===== src/rtl/ser_pkg.sv =====
// Shared types and constants for the serial bit feeder.
// Parity helper is only referenced when SER_PARITY_EN is defined.
package ser_pkg;

  typedef enum logic [1:0] {
    IDLE   = 2'd0,
    SHIFT  = 2'd1,
    PARITY = 2'd2
  } ser_state_e;

  localparam int SER_DEFAULT_WIDTH = 4;

  // Even parity bit of a word; callers zero-extend narrower words.
  function automatic logic even_parity(input logic [31:0] word);
    return ^word;
  endfunction

endpackage


===== src/rtl/serial_bit_feeder.sv =====
// Parallel-in / serial-out feeder for the 1010 detector, MSB first, zero-bubble reload.
// Optional trailing even-parity bit per word when SER_PARITY_EN is defined.
module serial_bit_feeder
  import ser_pkg::*;
#(
  parameter int   WIDTH      = SER_DEFAULT_WIDTH,
  parameter logic IDLE_LEVEL = 1'b0
) (
  input  logic             clk,
  input  logic             reset,
  input  logic [WIDTH-1:0] din,
  input  logic             din_valid,
  output logic             din_ready,
  output logic             x,
  output logic             x_valid,
  output logic             word_done
);

  localparam int CW = (WIDTH > 2) ? $clog2(WIDTH) : 1;

  ser_state_e       state_r, state_s;
  logic [WIDTH-1:0] sreg_r, sreg_s;
  logic [CW-1:0]    cnt_r, cnt_s;
  logic             x_r, x_s;
  logic             x_valid_r, x_valid_s;
  logic             word_done_r, word_done_s;
  logic             accept_s;
`ifdef SER_PARITY_EN
  logic             parity_r, parity_s;
`endif

  // word_done_r marks the final bit of a word, which is exactly when a reload is allowed
  assign din_ready = ~reset & ((state_r == IDLE) | word_done_r);
  assign accept_s  = din_valid & din_ready;

  // Next-state, shift register and counter
  always_comb begin
    state_s = state_r;
    sreg_s  = sreg_r;
    cnt_s   = cnt_r;
`ifdef SER_PARITY_EN
    parity_s = parity_r;
`endif
    case (state_r)
      IDLE: begin
        if (accept_s) begin
          sreg_s  = din;
          cnt_s   = CW'(WIDTH - 1);
          state_s = SHIFT;
`ifdef SER_PARITY_EN
          parity_s = even_parity(32'(din));
`endif
        end else begin
          state_s = IDLE;
        end
      end
      SHIFT: begin
        sreg_s = {sreg_r[WIDTH-2:0], 1'b0};
        cnt_s  = cnt_r - CW'(1);
        if (cnt_r == {CW{1'b0}}) begin
`ifdef SER_PARITY_EN
          state_s = PARITY;
          cnt_s   = {CW{1'b0}};
`else
          if (accept_s) begin
            sreg_s  = din;
            cnt_s   = CW'(WIDTH - 1);
            state_s = SHIFT;
          end else begin
            state_s = IDLE;
            cnt_s   = {CW{1'b0}};
          end
`endif
        end else begin
          state_s = SHIFT;
        end
      end
      PARITY: begin
`ifdef SER_PARITY_EN
        if (accept_s) begin
          sreg_s   = din;
          cnt_s    = CW'(WIDTH - 1);
          state_s  = SHIFT;
          parity_s = even_parity(32'(din));
        end else begin
          state_s = IDLE;
        end
`else
        state_s = IDLE;
`endif
      end
      default: begin
        state_s = IDLE;
        sreg_s  = {WIDTH{1'b0}};
        cnt_s   = {CW{1'b0}};
      end
    endcase
  end

  // Output values for the cycle after the edge, derived from next state
  always_comb begin
    x_s         = IDLE_LEVEL;
    x_valid_s   = 1'b0;
    word_done_s = 1'b0;
    case (state_s)
      IDLE: begin
        x_s       = IDLE_LEVEL;
        x_valid_s = 1'b0;
      end
      SHIFT: begin
        x_s       = sreg_s[WIDTH-1];
        x_valid_s = 1'b1;
`ifdef SER_PARITY_EN
        word_done_s = 1'b0;
`else
        word_done_s = (cnt_s == {CW{1'b0}});
`endif
      end
      PARITY: begin
`ifdef SER_PARITY_EN
        x_s         = parity_s;
        x_valid_s   = 1'b1;
        word_done_s = 1'b1;
`else
        x_s         = IDLE_LEVEL;
`endif
      end
      default: begin
        x_s = IDLE_LEVEL;
      end
    endcase
  end

  // State and output registers with synchronous reset
  always_ff @(posedge clk) begin
    if (reset) begin
      state_r     <= IDLE;
      sreg_r      <= {WIDTH{1'b0}};
      cnt_r       <= {CW{1'b0}};
      x_r         <= IDLE_LEVEL;
      x_valid_r   <= 1'b0;
      word_done_r <= 1'b0;
`ifdef SER_PARITY_EN
      parity_r    <= 1'b0;
`endif
    end else begin
      state_r     <= state_s;
      sreg_r      <= sreg_s;
      cnt_r       <= cnt_s;
      x_r         <= x_s;
      x_valid_r   <= x_valid_s;
      word_done_r <= word_done_s;
`ifdef SER_PARITY_EN
      parity_r    <= parity_s;
`endif
    end
  end

  assign x         = x_r;
  assign x_valid   = x_valid_r;
  assign word_done = word_done_r;

endmodule

===== config.mk =====
export PLATFORM = sky130hd
export DESIGN_NAME = serial_bit_feeder
export DESIGN_NICKNAME = d
export VERILOG_FILES = /design/src/rtl/ser_pkg.sv /design/src/rtl/serial_bit_feeder.sv
export SDC_FILE = /design/constraint.sdc
export NUM_CORES = 1
export LEC_CHECK = 0
export CORE_AREA = 2 2 39 41
export CTS_CLUSTER_DIAMETER = 60
export CTS_CLUSTER_SIZE = 16
export DETAILED_ROUTE_END_ITERATION = 12
export DIE_AREA = 0 0 41 43
export GPL_TIMING_DRIVEN = 0
export PLACE_DENSITY_LB_ADDON = 0.2
export SKIP_CTS_REPAIR_TIMING = 1
export SYNTH_ARGS = -nofsm -noshare
export SYNTH_HDL_FRONTEND = slang
export SYNTH_SLANG_ARGS = --single-unit

===== constraint.sdc =====
create_clock -name clk -period 1.68 [get_ports clk]
set_clock_uncertainty 0.15 [all_clocks]
set_input_delay 0.252 -clock clk [delete_from_list [all_inputs] [get_ports clk]]
set_output_delay 0.252 -clock clk [all_outputs]
set_load 0.005 [all_outputs]

**Word level (Yosys, flattened, before mapping)**

Cells that the tools add are included.
W data, S select, Z words.

- Multiplexer cells: 12
- $add $sub $neg: 1
- Eq/ne operators: 4
- Reductions and logical operators: 5
- Bitwise gates (word level): 6

Operators by type and width:

| operator | number |
|---|---|
| $mux W4 | 3 |
| $pmux W4 S3 | 1 |
| $mux W2 | 4 |
| $logic_not A2 Y1 | 3 |
| $pmux W2 S3 | 1 |
| $eq A2 B1 Y1 const B | 2 |
| $pmux W2 S2 | 1 |
| $not A1 Y1 | 3 |
| $and A1 B1 Y1 | 2 |
| $eq A2 B2 Y1 const B | 1 |
| $mux W1 | 2 |
| $ne A2 B2 Y1 const B | 1 |
| $reduce_and A2 Y1 | 1 |
| $reduce_or A2 Y1 | 1 |
| $sub A2 B1 Y2 const B | 1 |
| $or A1 B1 Y1 | 1 |

- Register bits: 11
- Input port bits: 7
- Output and inout port bits: 4

**Depth between registers and ports, before layout**

- Depth in word-level cells: 10
- Mapped depth: 5
- Gate-level depth less buffers: 4

**Worst setup path before layout**

OpenSTA, ideal clock, no wires.

- Path kind: register to register
- Start point: register, netlist name x_valid
- End point: register sreg_r[1]
- Arrival: 0.968 ns
- Library setup time: 0.103 ns
- Data required time: 1.427 ns
- Cell stages (with the launch flop): 4
- Setup slack: 0.459 ns
- Cells stage by stage: dfxtp_1 nor2b_1 nor3_1 a2111oi_2

RTL lines:

| element | line | source |
|---|---|---|
| to (signal assigned) | serial_bit_feeder.sv:138 | `sreg_r <= {WIDTH{1'b0}};` |
| to (signal assigned) | serial_bit_feeder.sv:148 | `sreg_r <= sreg_s;` |
| to (decl) | serial_bit_feeder.sv:22 | `logic [WIDTH-1:0] sreg_r, sreg_s;` |

**Worst setup path after layout**

- Start point: register word_done_r (netlist: word_done)
- End point: output word_done

RTL lines:

| element | line | source |
|---|---|---|
| from (decl) | serial_bit_feeder.sv:26 | `logic word_done_r, word_done_s;` |
| from (signal assigned) | serial_bit_feeder.sv:152 | `word_done_r <= word_done_s;` |
| to (decl) | serial_bit_feeder.sv:16 | `output logic word_done` |

No word-level cell between the ends.

==> results.sh <==
export IMPL_critPathMaxFanout=4
export IMPL_core_mm2=0.00138
export IMPL_endpoint_kind="output port"
export IMPL_cp_slowest_cell="clkdlybuf4s50_1"
export IMPL_setup_viol=0
export IMPL_dp_slack_ps=-177
export IMPL_powerDensity_mw_per_mm2=860
export IMPL_required_ps=1280
export IMPL_synth_edf_count=0
export IMPL_synthCells=50
export IMPL_gp_congestion=0.706
export IMPL_cts_sinks=9
export IMPL_area_growth_pct=34.4
export IMPL_vias_per_cell=5.25
export IMPL_htreeDepth=1
export IMPL_firstDrtPassIters=4
export IMPL_synth_ff_type="dfxtp_1"
export IMPL_rsz0062_at_grt="no"
export IMPL_clk_insertion_delay_late_ps=270
export IMPL_start_kind="register"
export IMPL_synth_top_area_share=0.400
export IMPL_crit_family="buffers and inverters"
export IMPL_drtIter0Drc=10
export IMPL_finalHoldViolations=0
export IMPL_yosysTopAreaCell="dfxtp_1"
export IMPL_grt_total_usage=0.137
export IMPL_stdcell_area_um2=606
export IMPL_cts_tree="done"
export IMPL_die_w_um=41
export IMPL_synthesis_area_um2=450
export IMPL_min_from="sreg_r[0]$_SDFFE_PP0P_"
export IMPL_holdCritPathClass="register to register"
export IMPL_synthDistinctLibCells=24
export IMPL_port_buffer_count=10
export IMPL_cts_max_path_buffers=2
export IMPL_timing_final_ws_setup_ps=108
export IMPL_vias=420
export IMPL_worst_setup_hold_path_clk_slew_ps=60
export IMPL_critical_path_class="register to output port"
export IMPL_reg2reg_from="word_done$_SDFF_PP0_"
export IMPL_grt_pass1_vias=375
export IMPL_startpoint="word_done$_SDFF_PP0_"
export IMPL_grt_antenna_before_repair=0
export IMPL_synth_async_sr_flop_share=0
export IMPL_synth_area_top_cells="dfxtp_1, buf_4, a21oi_1"
export IMPL_final_net_count=72
export IMPL_grt_max_degree=11
export IMPL_cts_root_buf="clkbuf_4"
export IMPL_grt_first_pass_wirelength_um=1570
export IMPL_placed_area_um2=571
export IMPL_drive_gt1_frac=0.203
export IMPL_dp_hpwl_um=660
export IMPL_syn_avg_cell_area_um2=9.01
export IMPL_fillCellCount=143
export IMPL_critical_path_buf_inv_count=1
export IMPL_power_leakage_nw=0.228
export IMPL_fin_crit_sh=0.936
export IMPL_wirelength_um=951
export IMPL_start_util=0.325
export IMPL_critPathArrivalTime_ps=1170
export IMPL_slew_violations=0
export IMPL_finalCriticalPeriod_ps=1570
export IMPL_routedWlPerCell_um=11.9
export IMPL_drc=0
export IMPL_tightest_slew_ps=280
export IMPL_syn_nets=57
export IMPL_diodes=0
export IMPL_io_pins=11
export IMPL_ant_nets=0
export IMPL_seq_area_frac_synth=0.400
export IMPL_status="finished clean"
export IMPL_mostFrequentLayoutCells="dfxtp_1, clkdlybuf4s50_1"
export IMPL_ir_worst_vdd_mv=0.363
export IMPL_synth_seq_cells=9
export IMPL_numCtsBuffers=3
export IMPL_chipHeight_um=43
export IMPL_path_cells="clkdlybuf4s50_1"
export IMPL_overflow=0
export IMPL_critPathMaxStageDelay_ps=520
export IMPL_relSlewSlack=0.812
export IMPL_rows=14
export IMPL_max_cap_violations=0
export IMPL_max_freq_mhz=636
export IMPL_worst_r2r_setup_slack_ps=330
export IMPL_synth_warnings=0
export IMPL_fp_dieArea_mm2=0.00176
power breakdown:
part           switching (mW)  internal [mW]  leakage, nW
clock network          0.0828         0.0920       0.0150
registers              0.0151          0.230       0.0742
logic                  0.0459         0.0550        0.139
worst reg2reg max path: stages (launching register included):
cell and delay [ps]:
dfxtp_1 380, nor3b_4 300, a211oi_1 140, a2111oi_2 280
Yosys cell counts (2+ instances only):
cell type,count
nor2b_1,2
dfxtp_1,9
nand2_1,4
nor3_1,3
nor2_1,4
o21ai_0,4
buf_4,3
a31oi_1,2
a21oi_1,4
logic make-up (layout without fill, tap and decap cells):
group / Yosys count / count (layout) / share of synthesized area
and+or+nand+nor: 20 / 20 / 0.281
muxes: 1 / 1 / 0.0222
AOI/OAI and AO/OA: 16 / 16 / 0.239
buffers and inverters: 4 / 18 / 0.0583
DFF: 9 / 9 / 0.400
final timing paths:
check                                 to  depth (start not counted)
setup / recovery               word_done                          1
hold / removal    sreg_r[0]$_SDFFE_PP0P_                          2
setup reg to reg  sreg_r[1]$_SDFFE_PP0P_                          3
hold reg to reg   sreg_r[0]$_SDFFE_PP0P_                          2
flip-flops by register name, indices dropped and copies added, names as in the netlist:
signal     count
word_done      1
sreg_r         4
x_valid        1
cnt_r          2
x              1
through the flow:
step	hold slack, ps	std cells	power [mW]	TNS [ps]	util
6_report	338	80	0.521	0	0.438
3_5_place_dp	333	76	0.350	-236	0.412
3_3_place_gp	332	76	0.349	-209	0.412
5_1_grt	375	80	0.548	0	0.438
4_1_cts	348	80	0.523	-188	0.431
2_1_floorplan	251	50	0.310	0	-
layer usage:
layer  track usage  up-vias  wire [um]
li1              -      208          -
met1         0.173      192        432
met2         0.184       13        431
met3        0.0471        7         48
met4         0.100        0         38
met5             0        -          0
layout make-up:
type / instances / area (um2) / area share
inverters: 1 / 3.75 / 0.00620
flip-flops and latches: 9 / 180 / 0.298
multi-input cells: 37 / 246 / 0.407
well taps: 16 / 20.0 / 0.0331
clock buffers: 4 / 26.3 / 0.0434
repair buffers: 10 / 103 / 0.169
plain buffers: 3 / 26.3 / 0.0434
No activity file was read; power rests on OpenSTA's default activity.
